<file path="config.mk">
export PLATFORM = sky130hd
export DESIGN_NAME = doc_port_arbiter_flat
export DESIGN_NICKNAME = d
export VERILOG_FILES = /design/src/rtl/doc_pkg.sv /design/src/rtl/doc_port_arbiter_if.sv /design/src/rtl/doc_clear_sweep.sv /design/src/rtl/doc_port_arbiter.sv /design/src/flat_wrapper.sv
export SDC_FILE = /design/constraint.sdc
export NUM_CORES = 1
export LEC_CHECK = 0
export ABC_AREA = 1
export BUFFER_PORTS_ARGS = -buffer_cell sky130_fd_sc_hd__buf_2
export CORE_AREA = 3 3 57 72
export CTS_BUF_LIST = sky130_fd_sc_hd__clkbuf_2 sky130_fd_sc_hd__clkbuf_4 sky130_fd_sc_hd__clkbuf_8
export CTS_CLUSTER_SIZE = 28
export DETAILED_ROUTE_END_ITERATION = 10
export DIE_AREA = 0 0 60 75
export GPL_TIMING_DRIVEN = 0
export HOLD_SLACK_MARGIN = 0.15
export MAX_ROUTING_LAYER = met4
export PLACE_DENSITY = 0.83
export SLEW_MARGIN = 20
export SYNTH_ARGS = -nofsm -noshare
export SYNTH_HDL_FRONTEND = slang
export SYNTH_SLANG_ARGS = --single-unit
</file>
<file path="constraint.sdc">
create_clock -name clk -period 4.75 [get_ports clk]
set_clock_uncertainty 0.15 [all_clocks]
set_input_delay 0.95 -clock clk [delete_from_list [all_inputs] [get_ports clk]]
set_output_delay 0.95 -clock clk [all_outputs]
set_load 0.01 [all_outputs]
</file>
<file path="src/rtl/doc_pkg.sv">
// Shared constants and state encoding for the document RAM port arbiter.
package doc_pkg;
    localparam int               DOC_ADDR_W     = 9;
    localparam int               DOC_DATA_W     = 8;
    localparam int               DOC_DEPTH      = 512;
    localparam logic [7:0]       DOC_BLANK_CHAR = 8'h00;

    typedef enum logic {
        ARB_IDLE  = 1'b0,
        ARB_CLEAR = 1'b1
    } arb_state_t;
endpackage

</file>
<file path="src/rtl/doc_port_arbiter_if.sv">
// Requester and memory-port bundle between editor/messenger, arbiter and document RAM.
interface doc_port_arbiter_if #(
    parameter int ADDR_W = 9,
    parameter int DATA_W = 8
);
    logic              clr_start;
    logic              clr_busy;
    logic              wr_req;
    logic [ADDR_W-1:0] wr_addr;
    logic [DATA_W-1:0] wr_data;
    logic              wr_gnt;
    logic              rd_req;
    logic [ADDR_W-1:0] rd_addr;
    logic              rd_gnt;
    logic              rd_valid;
    logic [DATA_W-1:0] rd_data;
    logic [ADDR_W-1:0] mem_a;
    logic [DATA_W-1:0] mem_d;
    logic              mem_we;
    logic [DATA_W-1:0] mem_spo;

    modport slave (
        input  clr_start, wr_req, wr_addr, wr_data, rd_req, rd_addr, mem_spo,
        output clr_busy, wr_gnt, rd_gnt, rd_valid, rd_data, mem_a, mem_d, mem_we
    );

    modport master (
        output clr_start, wr_req, wr_addr, wr_data, rd_req, rd_addr, mem_spo,
        input  clr_busy, wr_gnt, rd_gnt, rd_valid, rd_data, mem_a, mem_d, mem_we
    );
endinterface

</file>
<file path="src/rtl/doc_clear_sweep.sv">
// Clear engine: IDLE/CLEAR state, cell counter and busy flag for a full-document blank.
module doc_clear_sweep
    import doc_pkg::*;
#(
    parameter int ADDR_W = DOC_ADDR_W,
    parameter int DEPTH  = DOC_DEPTH
) (
    input  logic              clk,
    input  logic              rst,
    input  logic              i_start,
    output logic              o_active,
    output logic [ADDR_W-1:0] o_addr
);
    // One extra counter bit so DEPTH == 2**ADDR_W still reaches its last index cleanly.
    localparam logic [ADDR_W:0] LAST_IDX = (ADDR_W + 1)'(DEPTH - 1);

    arb_state_t      r_state;
    logic [ADDR_W:0] r_clr_cnt;
    logic            r_busy;

    always_ff @(posedge clk or posedge rst) begin
        if (rst) begin
            r_state   <= ARB_IDLE;
            r_clr_cnt <= '0;
            r_busy    <= 1'b0;
        end else begin
            case (r_state)
                ARB_IDLE: begin
                    if (i_start) begin
                        r_state   <= ARB_CLEAR;
                        r_clr_cnt <= '0;
                        r_busy    <= 1'b1;
                    end
                end
                ARB_CLEAR: begin
                    r_clr_cnt <= r_clr_cnt + 1'b1;
                    if (r_clr_cnt == LAST_IDX) begin
                        r_state <= ARB_IDLE;
                        r_busy  <= 1'b0;
                    end
                end
                default: begin
                    r_state <= ARB_IDLE;
                    r_busy  <= 1'b0;
                end
            endcase
        end
    end

    assign o_active = r_busy;
    assign o_addr   = r_clr_cnt[ADDR_W-1:0];
endmodule

</file>
<file path="src/rtl/doc_port_arbiter.sv">
// Shares the document RAM read/write port between editor writes, messenger reads and the clear engine.
// Optional read anti-starvation is enabled by defining DOC_ARB_ANTI_STARVE_EN.
module doc_port_arbiter
    import doc_pkg::*;
#(
    parameter int ADDR_W = DOC_ADDR_W,
    parameter int DATA_W = DOC_DATA_W,
    parameter int DEPTH  = DOC_DEPTH,
`ifdef DOC_ARB_ANTI_STARVE_EN
    parameter int MAX_WAIT = 4,
`endif
    parameter logic [DATA_W-1:0] BLANK_CHAR = DOC_BLANK_CHAR
) (
    input  logic               clk,
    input  logic               rst,
    doc_port_arbiter_if.slave  bus
);
    logic              w_sweep_active;
    logic [ADDR_W-1:0] w_sweep_addr;
    logic              w_idle;
    logic              w_rd_force;
    logic              w_wr_gnt;
    logic              w_rd_gnt;

    logic [ADDR_W-1:0] r_mem_a;
    logic [DATA_W-1:0] r_mem_d;
    logic [DATA_W-1:0] r_rd_data;
    logic              r_rd_valid;

    doc_clear_sweep #(
        .ADDR_W (ADDR_W),
        .DEPTH  (DEPTH)
    ) u_sweep (
        .clk      (clk),
        .rst      (rst),
        .i_start  (bus.clr_start),
        .o_active (w_sweep_active),
        .o_addr   (w_sweep_addr)
    );

    // Grants are combinational, so gate them with rst to keep them low while reset is held.
    assign w_idle = !rst && !w_sweep_active;

`ifdef DOC_ARB_ANTI_STARVE_EN
    localparam int                WAIT_W   = $clog2(MAX_WAIT + 1);
    localparam logic [WAIT_W-1:0] WAIT_LIM = WAIT_W'(MAX_WAIT);

    logic [WAIT_W-1:0] r_wait;

    assign w_rd_force = (r_wait >= WAIT_LIM);

    always_ff @(posedge clk or posedge rst) begin
        if (rst) begin
            r_wait <= '0;
        end else if (!w_sweep_active) begin
            if (!bus.rd_req || w_rd_gnt) begin
                r_wait <= '0;
            end else if (r_wait < WAIT_LIM) begin
                r_wait <= r_wait + 1'b1;
            end
        end
    end
`else
    assign w_rd_force = 1'b0;
`endif

    assign w_wr_gnt = w_idle && bus.wr_req && !(bus.rd_req && w_rd_force);
    assign w_rd_gnt = w_idle && bus.rd_req && (!bus.wr_req || w_rd_force);

    always_comb begin
        bus.mem_we = 1'b0;
        bus.mem_a  = r_mem_a;
        bus.mem_d  = r_mem_d;
        if (w_sweep_active) begin
            bus.mem_we = 1'b1;
            bus.mem_a  = w_sweep_addr;
            bus.mem_d  = BLANK_CHAR;
        end else if (w_wr_gnt) begin
            bus.mem_we = 1'b1;
            bus.mem_a  = bus.wr_addr;
            bus.mem_d  = bus.wr_data;
        end else if (w_rd_gnt) begin
            bus.mem_a  = bus.rd_addr;
        end
    end

    // The RAM read is asynchronous, so spo already reflects rd_addr in the grant cycle.
    always_ff @(posedge clk or posedge rst) begin
        if (rst) begin
            r_mem_a    <= '0;
            r_mem_d    <= '0;
            r_rd_data  <= '0;
            r_rd_valid <= 1'b0;
        end else begin
            r_mem_a    <= bus.mem_a;
            r_mem_d    <= bus.mem_d;
            r_rd_valid <= w_rd_gnt;
            if (w_rd_gnt) begin
                r_rd_data <= bus.mem_spo;
            end
        end
    end

    assign bus.clr_busy = w_sweep_active;
    assign bus.wr_gnt   = w_wr_gnt;
    assign bus.rd_gnt   = w_rd_gnt;
    assign bus.rd_valid = r_rd_valid;
    assign bus.rd_data  = r_rd_data;
endmodule

</file>
<file path="src/flat_wrapper.sv">
// flat-port wrapper written by rule: the top's interface ports become plain ports
module doc_port_arbiter_flat import doc_pkg::*;
#(
    parameter int ADDR_W = DOC_ADDR_W,
    parameter int DATA_W = DOC_DATA_W,
    parameter int DEPTH  = DOC_DEPTH,

    parameter logic [DATA_W-1:0] BLANK_CHAR = DOC_BLANK_CHAR
)
  (clk, rst, bus_clr_start, bus_wr_req, bus_wr_addr, bus_wr_data, bus_rd_req, bus_rd_addr, bus_mem_spo, bus_clr_busy, bus_wr_gnt, bus_rd_gnt, bus_rd_valid, bus_rd_data, bus_mem_a, bus_mem_d, bus_mem_we);
  doc_port_arbiter_if #(.ADDR_W(ADDR_W), .DATA_W(DATA_W)) bus_i ();
  input  logic clk;
  input  logic rst;
  input wire logic [$bits(bus_i.clr_start)-1:0] bus_clr_start;
  input wire logic [$bits(bus_i.wr_req)-1:0] bus_wr_req;
  input wire logic [$bits(bus_i.wr_addr)-1:0] bus_wr_addr;
  input wire logic [$bits(bus_i.wr_data)-1:0] bus_wr_data;
  input wire logic [$bits(bus_i.rd_req)-1:0] bus_rd_req;
  input wire logic [$bits(bus_i.rd_addr)-1:0] bus_rd_addr;
  input wire logic [$bits(bus_i.mem_spo)-1:0] bus_mem_spo;
  output wire logic [$bits(bus_i.clr_busy)-1:0] bus_clr_busy;
  output wire logic [$bits(bus_i.wr_gnt)-1:0] bus_wr_gnt;
  output wire logic [$bits(bus_i.rd_gnt)-1:0] bus_rd_gnt;
  output wire logic [$bits(bus_i.rd_valid)-1:0] bus_rd_valid;
  output wire logic [$bits(bus_i.rd_data)-1:0] bus_rd_data;
  output wire logic [$bits(bus_i.mem_a)-1:0] bus_mem_a;
  output wire logic [$bits(bus_i.mem_d)-1:0] bus_mem_d;
  output wire logic [$bits(bus_i.mem_we)-1:0] bus_mem_we;
  assign bus_i.clr_start = bus_clr_start;
  assign bus_i.wr_req = bus_wr_req;
  assign bus_i.wr_addr = bus_wr_addr;
  assign bus_i.wr_data = bus_wr_data;
  assign bus_i.rd_req = bus_rd_req;
  assign bus_i.rd_addr = bus_rd_addr;
  assign bus_i.mem_spo = bus_mem_spo;
  assign bus_clr_busy = bus_i.clr_busy;
  assign bus_wr_gnt = bus_i.wr_gnt;
  assign bus_rd_gnt = bus_i.rd_gnt;
  assign bus_rd_valid = bus_i.rd_valid;
  assign bus_rd_data = bus_i.rd_data;
  assign bus_mem_a = bus_i.mem_a;
  assign bus_mem_d = bus_i.mem_d;
  assign bus_mem_we = bus_i.mem_we;
  doc_port_arbiter #(.ADDR_W(ADDR_W), .DATA_W(DATA_W), .DEPTH(DEPTH), .BLANK_CHAR(BLANK_CHAR)) u_core (.clk(clk), .rst(rst), .bus(bus_i));
endmodule
</file>
==> out/summary.txt, run 1 <==
leak pwr: 1.376 nW
maxcap violations: 0
vias in the first global route: 1555
area grow syn2layout: 28.58%
clk_lat worst skew: 0.29 ns
worst setup margin: 1.250 ns
CTS tree: done
post-CTS setup buffers: 0
Cell variety after synth: 21
CTS buffer count: 5
Synth Area in XOR/XNOR: 0.004798
Core Footprint: 3483 um^2
synthesized flop and latch total: 38
pwr dens: 416.0 nW/um^2
Clock Sinks: 38
Initial Utilization: 0.5241
met1 Use GR: 0.2470
sequential share of the synthesized area: 0.5209
DR vias/cell: 4.977
ANT nets after route: 0
Compound-Gate Fraction of Synth Area: 0.01851
Sw Ratio: 0.3170
Post-synth top flop: dfrtp_1
Finished Layout Cells: 343
Post-synth EDFFs: 0
TritonRoute pass-1 iters: 6
largest area contributor in the netlist: dfrtp_1
H-tree levels: 2
Synth Area in Adders: 0.006854
Int Power: 0.0006670 W
layout cell share with drive strength beyond 1: 0.2895
Max Fclk: 285.7 MHz
Power, Total: 0.0009765 W
Top Usage Layer GRT: met2
Max stage delay on crit path: 0.27 ns
Worst Max-Slew Pin Slew: 0.4644 ns
final hold violation count: 0
Setup Slack @ Placement: 1.210 ns
Via Count: 1707
met3 Use GR: 0.04288
worst path bufs/invs: 5
die height: 75 um
Post-Syn Area per Cell: 8.007 um^2
die area: 4500 um^2
worst-path cell with the longest stage delay: buf_2
endpoint type of the worst setup path: output port
dpl cells: 336
TNS Setup: 0 ns
1st-iter DRT viols: 91
I/O pins: 69
slew margin rel.: 0.6901
Yosys warning count: 0
maximum fanout along the worst path: 32
largest family of logic cells by synthesized area: simple AND/OR/NAND/NOR gates
Core Rows: 24
first-pass GRT wire length: 6555 um
FFs w/ async S/R, synth: 1.000
Logic pwr share: 0.258
Flop pwr share: 0.458
post-synthesis cell area: 1826 um^2
worst path cell trace: buf_2 > inv_2 > buf_12 > nand2_2 > nor2_4 > buf_2 > nand2_1 > nand2_1 > buf_2
share of total power in the clock network: 0.285
routability cong.: 0.8320
WL final: 4232 um
Finished Cell Area: 2347 um^2
min cycle time layout: 3.500 ns
Port Buffer Count: 68
Area after DPL: 2235 um^2
post-synthesis mux area share: 0
largest buffer count on any clock path: 2
Net Count, Synth: 268
ranking of synthesized cells by area: dfrtp_1 52%, nand2_1 20%, nand3_1 6.9%
largest delay contributor family on the critical path: buffers and inverters
clock-pin slew on the worst setup and hold paths: 0.07 ns
Hold Buf Count CTS: 0
Antenna diodes: 0
hpwl dp: 3135 um
WS Path Type: in -> out
most frequent cell after synthesis: nand2_1
hold crit path type: reg -> reg
# setup viols final: 0
initial antenna violation count: 0
Post-layout nets: 344
Tot GR Track Use: 0.1990
Critical Path Most Common Cell: buf_2
Avg WL per Cell: 12.34 um
NetSw: 0.0003095 W
total congestion overflow: 0
DRC Markers: 0
grt met2 use: 0.3245
Tcrit/Tclk final: 0.7368
status: finished, final reports clean
CP Launch Type: input pin
largest net degree at the start of global routing: 33
# resized after CTS: 0
final slew viol count: 0
post-synthesis simple-gate area fraction: 0.3777
fill cell count: 282
Data arrival, critical path: 2.40 ns
top cells by count, synth: 99 x nand2_1, 38 x dfrtp_1, 25 x nand3_1
Die Width: 60 um
share of the synthesized area in the top cell type: 0.5209
Req. time, crit path: 3.65 ns
Mapped Cells: 228
root buffer cell: clkbuf_8
RSZ-0062 raised after global routing: no
maximum vdd drop: 401.0 uV
==> final cells by class <==
class	instances	area, um^2	share of cell area
tap	39	48.80	0.02079
clock inverter	1	30.03	0.01279
inverter	25	93.84	0.03998
multi-input combinational	160	744.5	0.3172
sequential	38	950.9	0.4051
clock buffer	6	82.58	0.03518
buffer	5	36.28	0.01546
timing repair buffer	69	360.3	0.1535
==> worst min-delay path: cells and delay by family, from the launching register on <==
| kind | cells | cell delay, ns |
|---|---|---|
| flops | 1 | 0.32 |
| simple gates | 2 | 0.11 |
==> worst paths after layout <==
check | from | endpoint | slack [ns] | depth (start not counted)
worst max-delay path | rst | bus_mem_d[5] | 1.25 | 9
worst min-delay path | u_core.r_mem_d[6] | u_core.r_mem_d[6] | 0.31 | 2
worst max register to register | u_core.u_sweep.o_active | u_core.r_mem_a[6] | 3.14 | 6
worst min register to register | u_core.r_mem_d[6] | u_core.r_mem_d[6] | 0.31 | 2
max in group asynchronous | rst | u_core.r_mem_d[1] | 3.60 | 3
min in group asynchronous | rst | u_core.r_mem_a[0] | 0.43 | 2
==> layout by cell type, fill, tap and decap left out <==
| cell type | instances |
|---|---|
| clkbuf_1 | 1 |
| dfrtp_1 | 38 |
| nand2_4 | 1 |
| o21ai_0 | 5 |
| buf_2 | 70 |
| inv_2 | 1 |
| nor2_4 | 3 |
| buf_6 | 2 |
| nor3_1 | 2 |
| a22o_1 | 1 |
| xnor2_1 | 1 |
| nand4_1 | 4 |
| nand3_1 | 25 |
| ha_1 | 1 |
| inv_1 | 23 |
| nand2_2 | 1 |
| nand3b_1 | 9 |
| clkbuf_8 | 6 |
| bufinv_16 | 1 |
| nand3_2 | 1 |
| nor2_2 | 1 |
| clkinv_1 | 1 |
| nor2_1 | 6 |
| buf_12 | 1 |
| nand2_1 | 99 |
==> layer usage <==
layer,share of wire,up-vias
met4,0.013,0
met2,0.51,52
met1,0.42,783
met3,0.054,7
met5,0,-
li1,-,865
==> state kept, by name (all words and copies together), names as in the netlist <==
register / cells
u_core.r_mem_d: 8
u_core.u_sweep.o_active: 1
u_core.bus.rd_valid: 1
u_core.u_sweep.r_clr_cnt: 10
u_core.r_mem_a: 9
u_core.bus.rd_data: 8
u_core.u_sweep.r_state: 1
==> kinds of logic (layout without fill, tap and decap cells) <==
| family | count (synthesis) | in the layout |
|---|---|---|
| compound gates | 6 | 6 |
| xor+xnor | 1 | 1 |
| fa+ha+maj | 1 | 1 |
| buf+inv | 30 | 106 |
| flops | 38 | 38 |
| simple gates | 152 | 152 |
==> through the flow <==
stage	utilization	hold slack, ns
finish	0.6739	0.3147
global route	0.6739	0.3388
CTS	0.6739	0.3212
detailed placement	0.6415	0.3025
global placement	0.6358	0.2957
floorplan	-	0.3499
==> power groups by stage <==
| stage | logic [W] | clock network, W | registers (W) |
|---|---|---|---|
| floorplan | 0.000168 | 0 | 0.000441 |
| global placement | 0.000239 | 0 | 0.000448 |
| detailed placement | 0.000252 | 0 | 0.000452 |
| CTS | 0.000254 | 0.000281 | 0.000446 |
| global route | 0.000287 | 0.000295 | 0.000456 |
| finish | 0.000252 | 0.000278 | 0.000447 |
Power figures use the tool's default switching activity.
==> run 2: changes to the inputs <==
Settings changed: CORE_AREA 3 3 57 72 to 3 3 61 77, DIE_AREA 0 0 60 75 to 0 0 64 80, PLACE_DENSITY 0.83 to 0.76.
Clock period 4.75 ns to 3 ns, I/O delays scaled along.
==> run 2 against run 1 <==
  * First-iteration DRC count grew 11%
  * Critical path depth fell by 1
  * Core utilization is 8.3 points lower
  * Sequential power is 59% higher
  * Cell count is 5.2% higher
  * Combinational power grew 58%
  * Via count is 0.41% higher
==> out/summary.txt, run 2 (synthesis results as in run 1) <==
status: finished, final reports clean
worst r2r src: u_core.u_sweep.r_clr_cnt[0]
Finished Cell Area: 2401 um^2
total congestion overflow: 0
Core Rows: 26
final slew viol count: 0
Antenna diodes: 0
RSZ-0062 raised after global routing: no
CTS tree: done
die height: 80 um
WL final: 4201 um
Worst Max-Slew Pin Slew: 0.4691 ns
dpl cells: 353
final hold violation count: 0
Critical Path Most Common Cell: buf_2
WS Path Type: in -> out
layout cell share with drive strength beyond 1: 0.2918
routability cong.: 0.7358
min cycle time layout: 2.754 ns
pwr dens: 677.0 nW/um^2
largest registers: u_core.u_sweep.r_clr_cnt x10, u_core.r_mem_a x9
post-CTS setup buffers: 0
Die Width: 64 um
DRC Markers: 0
largest net degree at the start of global routing: 24
Data arrival, critical path: 2.00 ns
hpwl dp: 3141 um
Sw Ratio: 0.3082
Hold Buf Count CTS: 0
share of total power in the clock network: 0.318
TNS Setup: 0 ns
root buffer cell: clkbuf_8
initial antenna violation count: 0
die area: 5120 um^2
Avg WL per Cell: 11.64 um
worst path bufs/invs: 4
Area after DPL: 2263 um^2
Int Power: 0.001124 W
Finished Layout Cells: 361
Max stage delay on crit path: 0.31 ns
clock-pin slew on the worst setup and hold paths: 0.07 ns
most common cell after layout, fill and taps aside: nand2_1
Tcrit/Tclk final: 0.9181
maximum vdd drop: 277.6 uV
fill cell count: 368
NetSw: 0.0005011 W
Logic pwr share: 0.245
largest delay contributor family on the critical path: buffers and inverters
endpoint type of the worst setup path: output port
Tot GR Track Use: 0.1820
final core occ: 0.5905
worst path cell trace: buf_2 > inv_2 > nand2_2 > nor2_4 > buf_2 > nand2_1 > nand2_1 > buf_2
Port Buffer Count: 68
Setup Slack @ Placement: 0.2281 ns
Initial Utilization: 0.4489
1st-iter DRT viols: 101
TritonRoute pass-1 iters: 4
# resized after CTS: 0
worst setup margin: 0.2457 ns
I/O pins: 69
DR vias/cell: 4.748
Via Count: 1714
CP Launch Type: input pin
worst-path cell with the longest stage delay: inv_2
Req. time, crit path: 2.25 ns
Crit. Startpoint: rst
slew margin rel.: 0.6869
# setup viols final: 0
Clock Sinks: 38
Post-layout nets: 344
Flop pwr share: 0.437
Max Fclk: 363.1 MHz
clk_lat worst skew: 0.29 ns
maxcap violations: 0
Core Footprint: 4066 um^2
largest buffer count on any clock path: 2
max reg flops: 10
first-pass GRT wire length: 6989 um
largest reg by FF count: u_core.u_sweep.r_clr_cnt
CTS buffer count: 5
ANT nets after route: 0
vias in the first global route: 1615
area grow syn2layout: 31.53%
H-tree levels: 2
maximum fanout along the worst path: 17
most frequent cells in the layout: 99 x nand2_1, 70 x buf_2, 38 x dfrtp_1, 25 x nand3_1, 23 x inv_1
hold crit path type: in -> async
leak pwr: 1.390 nW
[run 2: changes by cell type in the layout (fill, tap and decap cells not counted)]
cell / change
buf_16: +1
buf_12: -1
clkbuf_8: -1
clkinv_4: +1
bufinv_16: +1
[run 2: final cells by class]
cell class	count	area [um^2]	area share
Tap cell	56	70.07	0.02918
Clock inverter	3	68.82	0.02866
Inverter	25	93.84	0.03908
Clock buffer	5	68.82	0.02866
Timing Repair Buffer	69	367.9	0.1532
Sequential cell	38	950.9	0.3960
Buffer	5	36.28	0.01511
Multi-Input combinational cell	160	744.5	0.3101
[run 2: layer usage]
metal | wire length [um] | global-route usage | share of wire | vias to the layer above
met5 | 0 | - | 0 | -
met4 | 89 | 0.08423 | 0.021 | 0
met3 | 230 | 0.04366 | 0.055 | 6
met2 | 2188 | 0.3113 | 0.52 | 48
met1 | 1693 | 0.1987 | 0.40 | 785
li1 | - | - | - | 875
[run 2: power groups by stage]
stage | Combinational [W] | Clock [W] | Sequential, W
after CTS | 0.000404 | 0.000529 | 0.000709
after detailed placement | 0.000401 | 0 | 0.000719
final | 0.000398 | 0.000518 | 0.000710
after floorplan | 0.000267 | 0 | 0.000698
after global routing | 0.000454 | 0.000548 | 0.000725
after global placement | 0.000380 | 0 | 0.000711
[run 2: worst paths after layout]
path                       slack, ns  depth (start not counted)                       to
setup reg to reg                1.42                          6  u_core.u_sweep.o_active
min in group clk                0.32                          2        u_core.r_mem_d[0]
hold / removal                  0.17                          2        u_core.r_mem_a[5]
hold reg to reg                 0.32                          2        u_core.r_mem_d[0]
max in group asynchronous       2.10                          3        u_core.r_mem_d[1]
setup / recovery                0.25                          8             bus_mem_d[7]
[run 2: per-stage QoR]
| step | total power (W) | hold WS [ns] |
|---|---|---|
| floorplan | 0.0009647 | 0.3499 |
| global placement | 0.001091 | 0.2970 |
| detailed placement | 0.001120 | 0.3069 |
| CTS | 0.001642 | 0.1716 |
| global route | 0.001727 | 0.1894 |
| finish | 0.001626 | 0.1670 |
